==> src/rtl/vmx_row_feeder.sv <==
// vmx_row_feeder
// Transmitting head of one PE row in the vector-matrix engine. Accepts NUM_PE
// weight words followed by cfg_vec_count vector words from a valid/ready
// source. Each weight k is sent with the token 8'h80|k so that it lands in PE k.
// Vector words are then streamed with the neutral token 8'h7F. Finally the
// feeder waits NUM_PE cycles for the chain to drain and pulses done.
//
// Ports:
//   clk, rst_n        clock, asynchronous active-low reset
//   cfg_start         start pulse (honoured only when idle)
//   cfg_simd_mode     0 = 16-bit, 1 = dual 8-bit (latched on start)
//   cfg_vec_count     vector words after the weights (latched on start)
//   busy, done        job in progress / one-cycle completion pulse
//   s_tdata/s_tvalid/s_tready  input word stream (weights, then vector)
//   pe_simd_mode, pe_load_ctrl, pe_data  registered outputs to PE0
//   pe_valid          pe_data carries a real word this cycle
module vmx_row_feeder #(
  parameter int VECTOR_BITLEN = 16,
  parameter int NUM_PE        = 8,
  parameter int CNT_W         = 16
) (
  input  logic                     clk,
  input  logic                     rst_n,
  input  logic                     cfg_start,
  input  logic                     cfg_simd_mode,
  input  logic [CNT_W-1:0]         cfg_vec_count,
  output logic                     busy,
  output logic                     done,
  input  logic [VECTOR_BITLEN-1:0] s_tdata,
  input  logic                     s_tvalid,
  output logic                     s_tready,
  output logic                     pe_simd_mode,
  output logic [7:0]               pe_load_ctrl,
  output logic [VECTOR_BITLEN-1:0] pe_data,
  output logic                     pe_valid
);

  typedef enum logic [1:0] {IDLE, LOAD, STREAM, DRAIN} state_t;

  localparam logic [6:0] LAST_PE    = 7'(NUM_PE - 1);
  // 8'h7F decays by one per PE and cannot reach 8'h80 within 127 PEs.
  localparam logic [7:0] IDLE_TOKEN = 8'h7F;

  state_t                   state_reg, state_next;
  logic [6:0]               k_reg, k_next;
  logic [6:0]               drain_reg, drain_next;
  logic [CNT_W-1:0]         cnt_reg, cnt_next;
  logic [CNT_W-1:0]         vec_count_reg, vec_count_next;
  logic                     simd_reg, simd_next;
  logic                     done_reg, done_next;
  logic                     valid_reg, valid_next;
  logic [7:0]               ctrl_reg, ctrl_next;
  logic [VECTOR_BITLEN-1:0] data_reg, data_next;
  logic                     hs;

  assign s_tready     = (state_reg == LOAD) || (state_reg == STREAM);
  assign hs           = s_tready && s_tvalid;
  assign busy         = (state_reg != IDLE);
  assign done         = done_reg;
  assign pe_simd_mode = simd_reg;
  assign pe_load_ctrl = ctrl_reg;
  assign pe_data      = data_reg;
  assign pe_valid     = valid_reg;

  always_comb begin
    state_next     = state_reg;
    k_next         = k_reg;
    cnt_next       = cnt_reg;
    drain_next     = drain_reg;
    vec_count_next = vec_count_reg;
    simd_next      = simd_reg;
    done_next      = 1'b0;
    // Bubble / idle output unless a word is accepted this cycle.
    valid_next     = 1'b0;
    ctrl_next      = IDLE_TOKEN;
    data_next      = '0;
    if (hs) begin
      valid_next = 1'b1;
      data_next  = s_tdata;
    end

    case (state_reg)
      IDLE: begin
        if (cfg_start) begin
          simd_next      = cfg_simd_mode;
          vec_count_next = cfg_vec_count;
          k_next         = '0;
          cnt_next       = '0;
          drain_next     = '0;
          state_next     = LOAD;
        end
      end
      LOAD: begin
        if (hs) begin
          ctrl_next = 8'h80 | {1'b0, k_reg};
          k_next    = k_reg + 7'd1;
          if (k_reg == LAST_PE)
            state_next = (vec_count_reg == '0) ? DRAIN : STREAM;
        end
      end
      STREAM: begin
        if (hs) begin
          cnt_next = cnt_reg + 1'b1;
          if (cnt_reg == vec_count_reg - 1'b1)
            state_next = DRAIN;
        end
      end
      DRAIN: begin
        // NUM_PE cycles lets the last word clear the final PE.
        if (drain_reg == LAST_PE) begin
          state_next = IDLE;
          done_next  = 1'b1;
        end else begin
          drain_next = drain_reg + 7'd1;
        end
      end
      default: state_next = IDLE;
    endcase
  end

  always_ff @(posedge clk or negedge rst_n) begin
    if (!rst_n) begin
      state_reg     <= IDLE;
      k_reg         <= '0;
      cnt_reg       <= '0;
      drain_reg     <= '0;
      vec_count_reg <= '0;
      simd_reg      <= 1'b0;
      done_reg      <= 1'b0;
      valid_reg     <= 1'b0;
      ctrl_reg      <= IDLE_TOKEN;
      data_reg      <= '0;
    end else begin
      state_reg     <= state_next;
      k_reg         <= k_next;
      cnt_reg       <= cnt_next;
      drain_reg     <= drain_next;
      vec_count_reg <= vec_count_next;
      simd_reg      <= simd_next;
      done_reg      <= done_next;
      valid_reg     <= valid_next;
      ctrl_reg      <= ctrl_next;
      data_reg      <= data_next;
    end
  end

endmodule

==> config.mk <==
export PLATFORM = sky130hd
export DESIGN_NAME = vmx_row_feeder
export DESIGN_NICKNAME = d
export VERILOG_FILES = /design/src/rtl/vmx_row_feeder.sv
export SDC_FILE = /design/constraint.sdc
export NUM_CORES = 1
export LEC_CHECK = 0
export BUFFER_PORTS_ARGS = -buffer_cell sky130_fd_sc_hd__buf_2
export CAP_MARGIN = 20
export CORE_MARGIN = 10
export CORE_UTILIZATION = 55
export CTS_CLUSTER_SIZE = 14
export DETAILED_ROUTE_END_ITERATION = 8
export GPL_TIMING_DRIVEN = 0
export PLACE_DENSITY = 0.79
export SLEW_MARGIN = 20
export SYNTH_ARGS = -nofsm -noshare
export SYNTH_HDL_FRONTEND = slang
export SYNTH_SLANG_ARGS = --single-unit
==> constraint.sdc <==
create_clock -name clk -period 3.57 [get_ports clk]
set_clock_uncertainty 0.2 [all_clocks]
set_input_delay 0.1785 -clock clk [delete_from_list [all_inputs] [get_ports clk]]
set_output_delay 0.1785 -clock clk [all_outputs]
set_load 0.01 [all_outputs]
* Word level (Yosys, flattened, before mapping)
Index checks and enable logic that the tools add are counted.
** Operators by class
- Mux-type cells :: 22
- Equal/unequal tests :: 13
- $add $sub $neg :: 4
- Reductions and logical operators :: 13
** Operators with widths (number)
- $mux W16 :: 3
- $pmux W16 S2 :: 1
- $pmux W7 S2 :: 2
- $mux W7 :: 3
- $add A16 B1 Y16 const B :: 1
- $eq A16 B16 Y1 :: 1
- $logic_not A16 Y1 :: 1
- $mux W8 :: 2
- $sub A16 B1 Y16 const B :: 1
- $add A7 B1 Y7 const B :: 2
- $eq A7 B3 Y1 const B :: 2
- $mux W2 :: 6
- $ne A2 B2 Y1 const B :: 5
- $reduce_and A3 Y1 :: 3
- $pmux W2 S4 :: 1
- $reduce_bool A2 Y1 :: 4
- $reduce_and A6 Y1 :: 1
- $eq A2 B2 Y1 const B :: 2
- $mux W1 :: 4
- $ne A2 B1 Y1 const B :: 2
- $eq A2 B1 Y1 const B :: 1
- $logic_not A2 Y1 :: 1
- $reduce_and A2 Y1 :: 1
- $logic_and A1 B1 Y1 :: 1
- $logic_or A1 B1 Y1 :: 1
** Storage, ports and cells
- Bits in registers :: 75
- Input bits :: 37
- Output and inout bits :: 29

* Logic depth before layout (Yosys ltp)
Gate-level depths: netlist of run 1.
- Depth after elaboration :: 5
- Mapped depth :: 11
- Mapped depth without buffers :: 10

* Least setup slack after synthesis of run 1
No wires, ideal clock.
- Kind :: flip-flop to flip-flop
- From :: register vec_count_reg[7]
- To :: register state_reg[1]
- Slack :: 0.719 ns
- Library setup time :: 0.128 ns
- Data required time :: 3.242 ns
- Stages on the path, launching flop included :: 8
- Data arrival time :: 2.524 ns
- Period minus slack after synthesis :: 2.851 ns
- Path through :: dfrtp_1 -> or4_4 -> or4_4 -> o41ai_2 -> o2111ai_1 -> o31ai_2 -> and2b_1 -> mux2_1
** Between the ends
- Word-level cells in the longest chain between the ends :: 4
** RTL lines
- from (decl) :: line 48 : logic [CNT_W-1:0] vec_count_reg, vec_count_next;
- from (signal assigned) :: line 138 : vec_count_reg <= vec_count_next;
- $sub A16 B1 Y16 :: line 104 : if (cnt_reg == vec_count_reg - 1'b1)
- $eq A16 B16 Y1 :: line 104
- $ne A2 B1 Y1 (no line)
- $reduce_and A6 Y1 (no line)
- to (signal assigned) :: line 134 : state_reg <= state_next;
- to (decl) :: line 44 : state_t state_reg, state_next;
No other way between the ends.
A chain may end at the register's enable or synchronous reset.

* Final worst setup path of run 1
- From :: register vec_count_reg[0]
- To :: register state_reg[1]
The elaborated chain is that of the path after synthesis.

==> key figures, run 1 <==
CTS
  – Clock transition at the registers of the reported paths: 0.09 ns
  – Clk sinks: 75
  – Post-CTS setup repair buffer count: 0
  – H-tree Lvls: 3
  – TritonCTS Buffers: 9
  – Max Root-Sink Buffers: 2
  – Gates resized, CTS repair: 0
  – Worst-Skew Late Latency: 0.36 ns
  – Root buf cell: clkbuf_8
  – Hold-fix buffers, CTS: 35
  – TritonCTS clock tree: built

Setup path
  – Largest fanout on the critical path: 6
  – CP Launch Type: flop
  – CP peak stage delay: 0.50 ns
  – Worst path cell trace: inv_1 > ha_1 > or3b_2 > a211oi_1 > o211ai_1 > nor4_1 > o2111ai_1 > o31ai_2 > and2b_1 > mux2_1
  – Crit Path Class: reg2reg
  – CP endpoint kind: flop
  – CP arrival: 3.21 ns
  – Required time of the critical path: 3.61 ns
  – Crit-path slowest cell: or3b_2

Logic synthesis
  – Async SR Flop Fraction: 100%
  – Warnings, synthesis: 0
  – Number of flops mapped to enable cells by yosys: 0
  – Seq/Total Area, Yosys: 50.4%
  – Cell area after technology mapping: 3740 um^2
  – Primary FF master, synth: dfrtp_1
  – Mapped Avg Cell Area: 10.5 um^2
  – #FFs+latches synth: 75
  – Syn Nets: 403
  – Synth cell types: 46
  – Post-synthesis instance total: 357

Power and ir drop
  – Psw: 1.30 mW
  – PD cells: 706 nW/um^2
  – Sw frac: 38.7%
  – Peak VDD IR: 0.000387 V
  – Combinational group share of total power: 39.7%
  – Internal power: 2.06 mW
  – Lkg Pwr: 2.25 nW
  – Clock Power Share: 20.5%
  – Sequential share of power: 39.8%

STA
  – FMAX: 316 MHz
  – Setup TNS: 0 ns
  – Final Hold Viols: 0
  – Final setup fails: 0
  – RSZ-0062 raised after global routing: false
  – Period utilisation layout: 88.6%
  – Final Max Tran Viols: 0
  – Final worst path period need: 3.16 ns
  – Hold_ws: 0.0568 ns
  – Max transition margin: 53.0%
  – Worst Tran Pin Value: 0.705 ns

Final layout
  – Diodes inserted: 0
  – Area grow syn2layout: 27.0%
  – Multi-input gate area: 1770 um^2
  – Share of layout cells above drive strength 1: 25.4%
  – NumNets Final: 514
  – Reg area: 1890 um^2
  – Fillcell total: 454

Floorplan
  – Core Area: 6490 um^2
  – Die width: 102 um
  – IO Count: 66
  – Row Count: 29
  – Die H: 102 um
  – Die area: 10500 um^2
  – Initial Util: 57.6%

Drt
  – Antenna-violating nets left: 0
  – Final WL: 9070 um
  – Wire per inst: 16.5 um
  – DRT iter0 DRCs: 188
  – Post-route DRC: 0
  – Via count: 3076
  – DRT Pass-1 Iters: 4
  – Via density: 5.59

Global route
  – GRT Total Usage: 18.3%
  – First-pass GRT wire length: 15400 um
  – GRT overflow: 0
  – Antenna violations before repair: 0
  – Largest net degree at the start of global routing: 49
  – Number of global-route vias before repair: 3125

Placed design
  – # port buffers: 64
  – Post-detail-place hpwl: 6240 um
  – Final GP Congestion: 0.838

Outcome
  – Result of the run: finished clean

Job
  – Number of max-cap violations: 0

Worst hold path
  – Worst min-delay path class: in2reg
-- layout by cell type, fill, tap and decap left out, types with 3 or more instances in the layout --
cell type      synthesis  layout
a21oi_1               11      11
buf_2                  0      63
nor2b_1                3       3
dfstp_2                7       7
a31oi_1                3       3
nand2b_1               4       4
dlygate4sd3_1          0      35
nor2_1                35      35
o21ai_0               13      13
nand3_1               16      16
nor3_1                 5       5
or3_1                  5       5
clkbuf_1              11      11
clkbuf_8               0      10
a22o_1                 4       4
and2_1                 3       3
and3_1                21      21
ha_1                   9       9
xor2_1                21      21
inv_1                 11      11
nand2_1               19      19
xnor2_1               20      20
nand4_1                4       4
a22oi_1                3       3
mux2_2                19      19
nor4_1                 8       8
dfrtp_1               68      68
or2_2                  8       8
-- stage by stage --
step,std cells,total power [mW],utilization [%],cell area [um^2],worst slack (ns)
finish,550,3.35,73.1,4750,0.407
global route,550,3.58,73.1,4750,0.155
CTS,550,3.35,73.1,4750,0.397
detailed placement,499,2.63,64.5,4190,0.439
global placement,498,2.57,64.0,4160,0.480
floorplan,357,2.23,-,3740,0.719
-- synthesized netlist by cell type, drive strengths merged, types with 4 or more instances --
cell    instances  area share (%)
a21oi          11             1.5
a22o            4            0.94
and3           21             3.5
clkbuf         11             1.1
dfrtp          68              45
dfstp           7             4.9
ha              9             3.0
inv            11             1.1
mux2           20             6.0
nand2          19             1.9
nand2b          4            0.67
nand3          16             2.1
nand4           4            0.67
nor2           35             3.5
nor3            5            0.67
nor4            8             1.3
o21ai          13             1.7
or2             8             1.3
or3             5            0.84
xnor2          20             4.7
xor2           21             4.9
-- critical path, delay by kind of cell (launching register included) --
family          cells  cell delay [ns]
simple gates        3             0.95
compound gates      4             0.81
flops               1             0.43
mux                 1             0.32
fa+ha+maj           1             0.27
buf+inv             1             0.08
-- final cells by class --
cell class                      count  area share [%]
Clock buffer                       10            2.90
Inverter                           12           0.948
Buffer                             11           0.869
Clock inverter                      6            1.55
Timing Repair Buffer              100            14.8
Tap cell                           77            2.03
Sequential cell                    75            39.7
Multi-Input combinational cell    259            37.2
-- metal layers --
layer / routed length (um) / global-route usage [%]
met3: 745 / 6.01
met2: 4280 / 28.4
met4: 123 / 7.16
met5: 0 / 0
met1: 3930 / 23.1
-- kinds of logic (layout without fill, tap and decap cells) --
group / after synthesis / count (layout) / synth area share (%)
AOI/OAI and AO/OA: 48 / 48 / 8.73
adders and majority gates: 9 / 9 / 3.01
DFF: 75 / 75 / 50.4
xor gates and xnor gates: 41 / 41 / 9.60
muxes: 20 / 20 / 6.02
and+or+nand+nor: 141 / 141 / 19.9
buffers and inverters: 23 / 139 / 2.31
-- path summary, 6_finish.rpt --
path / from / end / slack, ns / cells after the start
worst max-delay path: vec_count_reg[0]$_DFFE_PN0P_ / state_reg[1]$_DFFE_PN0P_ / 0.41 / 10
max in group asynchronous: rst_n / pe_load_ctrl[1]$_DFF_PN1_ / 2.47 / 3
worst max register to register: vec_count_reg[0]$_DFFE_PN0P_ / state_reg[1]$_DFFE_PN0P_ / 0.41 / 10
worst min-delay path: s_tvalid / pe_data[2]$_DFF_PN0_ / 0.06 / 2
worst min register to register: k_reg[1]$_DFFE_PN0P_ / pe_load_ctrl[1]$_DFF_PN1_ / 0.32 / 2
min in group asynchronous: rst_n / vec_count_reg[4]$_DFFE_PN0P_ / 0.09 / 2
-- power groups by stage --
stage / clock network [mW] / registers (mW) / logic, mW
floorplan: 0 / 1.34 / 0.891
global placement: 0 / 1.33 / 1.24
detailed placement: 0 / 1.34 / 1.29
CTS: 0.697 / 1.33 / 1.33
global route: 0.731 / 1.37 / 1.48
finish: 0.686 / 1.34 / 1.33
Power figures use the tool's default switching activity.
==> run 2: changes to the inputs <==
--- a/config.mk
+++ b/config.mk
@@ -7,12 +7,14 @@
 export LEC_CHECK = 0
 export BUFFER_PORTS_ARGS = -buffer_cell sky130_fd_sc_hd__buf_2
 export CAP_MARGIN = 20
+export CELL_PAD_IN_SITES_DETAIL_PLACEMENT = 0
+export CELL_PAD_IN_SITES_GLOBAL_PLACEMENT = 1
 export CORE_MARGIN = 10
-export CORE_UTILIZATION = 55
+export CORE_UTILIZATION = 43
 export CTS_CLUSTER_SIZE = 14
 export DETAILED_ROUTE_END_ITERATION = 8
 export GPL_TIMING_DRIVEN = 0
-export PLACE_DENSITY = 0.79
+export PLACE_DENSITY_LB_ADDON = 0.1
 export SLEW_MARGIN = 20
 export SYNTH_ARGS = -nofsm -noshare
 export SYNTH_HDL_FRONTEND = slang
==> run 2 against run 1 <==
Compared with the run above: clock power barely moved; sequential power about the same; hold slack got worse by 0.0095 ns; sequential share of layout area is 0.22 points lower; final cell count grew 5.1%; maximum frequency decreased by 0.40%; register-to-register slack about the same; setup slack worse by 0.013 ns; via count decreased by 3.8%; global-route usage shrank 4.3 points; wire length shrank 3.6%.
==> key figures, run 2 (synthesized netlist as in run 1, its figures left out) <==
Drt
  – DRT Pass-1 Iters: 4 (unchanged)
  – Via density: 5.12 (-8.4%)
  – Antenna-violating nets left: 0 (unchanged)
  – Final WL: 8740 um (-3.6%)
  – DRT iter0 DRCs: 105 (-44%)
  – Wire per inst: 15.1 um (-8.3%)
  – Via count: 2960 (-3.8%)
  – Post-route DRC: 0 (unchanged)

STA
  – Worst Tran Pin Value: 0.629 ns (-0.0762 ns)
  – Final Max Tran Viols: 0 (unchanged)
  – Period utilisation layout: 89.0% (+0.36 points)
  – Final worst path period need: 3.18 ns (+0.0127 ns)
  – Final Hold Viols: 0 (unchanged)
  – Setup TNS: 0 ns (unchanged)
  – FMAX: 315 MHz (-0.40%)
  – RSZ-0062 raised after global routing: false
  – Final setup fails: 0 (unchanged)
  – Setup ws final: 0.394 ns (-0.0127 ns)
  – Max transition margin: 58.1% (+5.1 points)

Setup path
  – CP arrival: 3.22 ns (about the same)
  – Crit Path Class: reg2reg
  – CP Launch Type: flop
  – Largest fanout on the critical path: 6 (unchanged)
  – CP endpoint kind: flop
  – Required time of the critical path: 3.61 ns (about the same)

Final layout
  – Share of layout cells above drive strength 1: 25.4% (unchanged)
  – Fin util: 57.3% (-16 points)
  – NumNets Final: 514 (unchanged)
  – Most frequent cells in the layout: dfrtp_1, buf_2, nor2_1, dlygate4sd3_1
  – Area grow syn2layout: 27.7%
  – Most common cell after layout, fill and taps aside: dfrtp_1
  – Diodes inserted: 0 (unchanged)
  – Fillcell total: 739 (+63%)

Job
  – Number of max-cap violations: 0 (unchanged)

Power and ir drop
  – Total chip power: 3.33 mW (-0.86%)
  – PD cells: 696 nW/um^2 (-1.4%)
  – Peak VDD IR: 0.000379 V (-2.2%)
  – Lkg Pwr: 2.25 nW (about the same)

Global route
  – Antenna violations before repair: 0 (unchanged)
  – GRT overflow: 0 (unchanged)
  – Largest net degree at the start of global routing: 44 (-10%)
  – First-pass GRT wire length: 15000 um (-2.6%)
  – Number of global-route vias before repair: 3048 (-2.5%)
  – GRT Total Usage: 14.0% (-4.3 points)

CTS
  – Hold-fix buffers, CTS: 35 (unchanged)
  – Gates resized, CTS repair: 0 (unchanged)
  – Root buf cell: clkbuf_8
  – Worst-Skew Late Latency: 0.35 ns (about the same)
  – Post-CTS setup repair buffer count: 0 (unchanged)
  – H-tree Lvls: 3 (unchanged)
  – TritonCTS clock tree: built
  – Max Root-Sink Buffers: 2 (unchanged)
  – Clk sinks: 75 (unchanged)
  – TritonCTS Buffers: 9 (unchanged)
  – Clock transition at the registers of the reported paths: 0.09 ns (about the same)

Floorplan
  – IO Count: 66 (unchanged)
  – Core Area: 8340 um^2 (+28%)
  – Initial Util: 44.9% (-13 points)
  – Die width: 113 um (+11%)
  – Die area: 12800 um^2 (+22%)
  – Die H: 113 um (+11%)
  – Row Count: 33 (+14%)

Placed design
  – Post-detail-place hpwl: 6240 um (-0.13%)
  – Final GP Congestion: 0.777 (-7.3%)
  – Place WS: 0.379 ns (-0.0599 ns)
  – # port buffers: 64 (unchanged)

Outcome
  – Result of the run: finished clean

Worst hold path
  – Worst min-delay path class: in2reg
==> run 2: cell count changes in the layout (fill, tap and decap cells not counted) <==
cell / before / now
buf_16: 1 / 0
buf_12: 0 / 1
inv_6: 0 / 2
clkinvlp_4: 2 / 1
inv_8: 1 / 0
==> run 2: final cells by class <==
class / count / area, um^2 / area share, %
flip-flops and latches: 75 / 1890 / 39.5
multi-input cells: 259 / 1770 / 37.0
repair buffers: 100 / 693 / 14.5
clock buffers: 10 / 138 / 2.88
well taps: 105 / 131 / 2.75
clock inverters: 6 / 72.6 / 1.52
inverters: 12 / 45.0 / 0.943
plain buffers: 11 / 41.3 / 0.865
==> run 2: worst max-delay path: stages, from the launching register on <==
cell and delay, ns:
dfrtp_1 0.43, inv_1 0.08, ha_1 0.26, or3b_2 0.49, a211oi_1 0.25, o211ai_1 0.12, nor4_1 0.25, o2111ai_1 0.19
o31ai_2 0.28, and2b_1 0.20, mux2_1 0.32
==> run 2: worst paths after layout <==
path                                                      to  cells after the start                    startpoint  slack, ns
worst max-delay path                state_reg[1]$_DFFE_PN0P_                     10  vec_count_reg[0]$_DFFE_PN0P_       0.39
worst max register to register      state_reg[1]$_DFFE_PN0P_                     10  vec_count_reg[0]$_DFFE_PN0P_       0.39
min in group asynchronous       vec_count_reg[7]$_DFFE_PN0P_                      2                         rst_n       0.11
worst min-delay path                    pe_data[4]$_DFF_PN0_                      2                      s_tvalid       0.05
max in group asynchronous          pe_load_ctrl[1]$_DFF_PN1_                      3                         rst_n       2.44
worst min register to register      pe_simd_mode$_DFFE_PN0P_                      1      pe_simd_mode$_DFFE_PN0P_       0.30
==> run 2: through the flow <==
step                hold slack, ns  area, um^2  instances
finish                      0.0474        4780        578
CTS                         0.0553        4780        578
detailed placement         -0.0447        4220        527
floorplan                   -0.317        3740        357
global route                0.0695        4780        578
global placement             0.210        4190        526
==> run 2: routing by layer <==
| layer | wire [um] | track usage [%] | part of all wire (%) | vias to the layer above |
|---|---|---|---|---|
| met3 | 712 | 6.13 | 8.1 | 9 |
| li1 | - | - | - | 1478 |
| met2 | 3930 | 21.4 | 45 | 76 |
| met4 | 76 | 4.23 | 0.87 | 0 |
| met1 | 4030 | 17.5 | 46 | 1397 |
| met5 | 0 | 0 | 0 | - |
==> run 2: power by group <==
part           leakage [nW]  switching [mW]  internal, mW
logic                  1.17           0.706         0.607
clock network         0.103           0.334         0.349
registers             0.968           0.231          1.10
total                  2.25            1.27          2.05
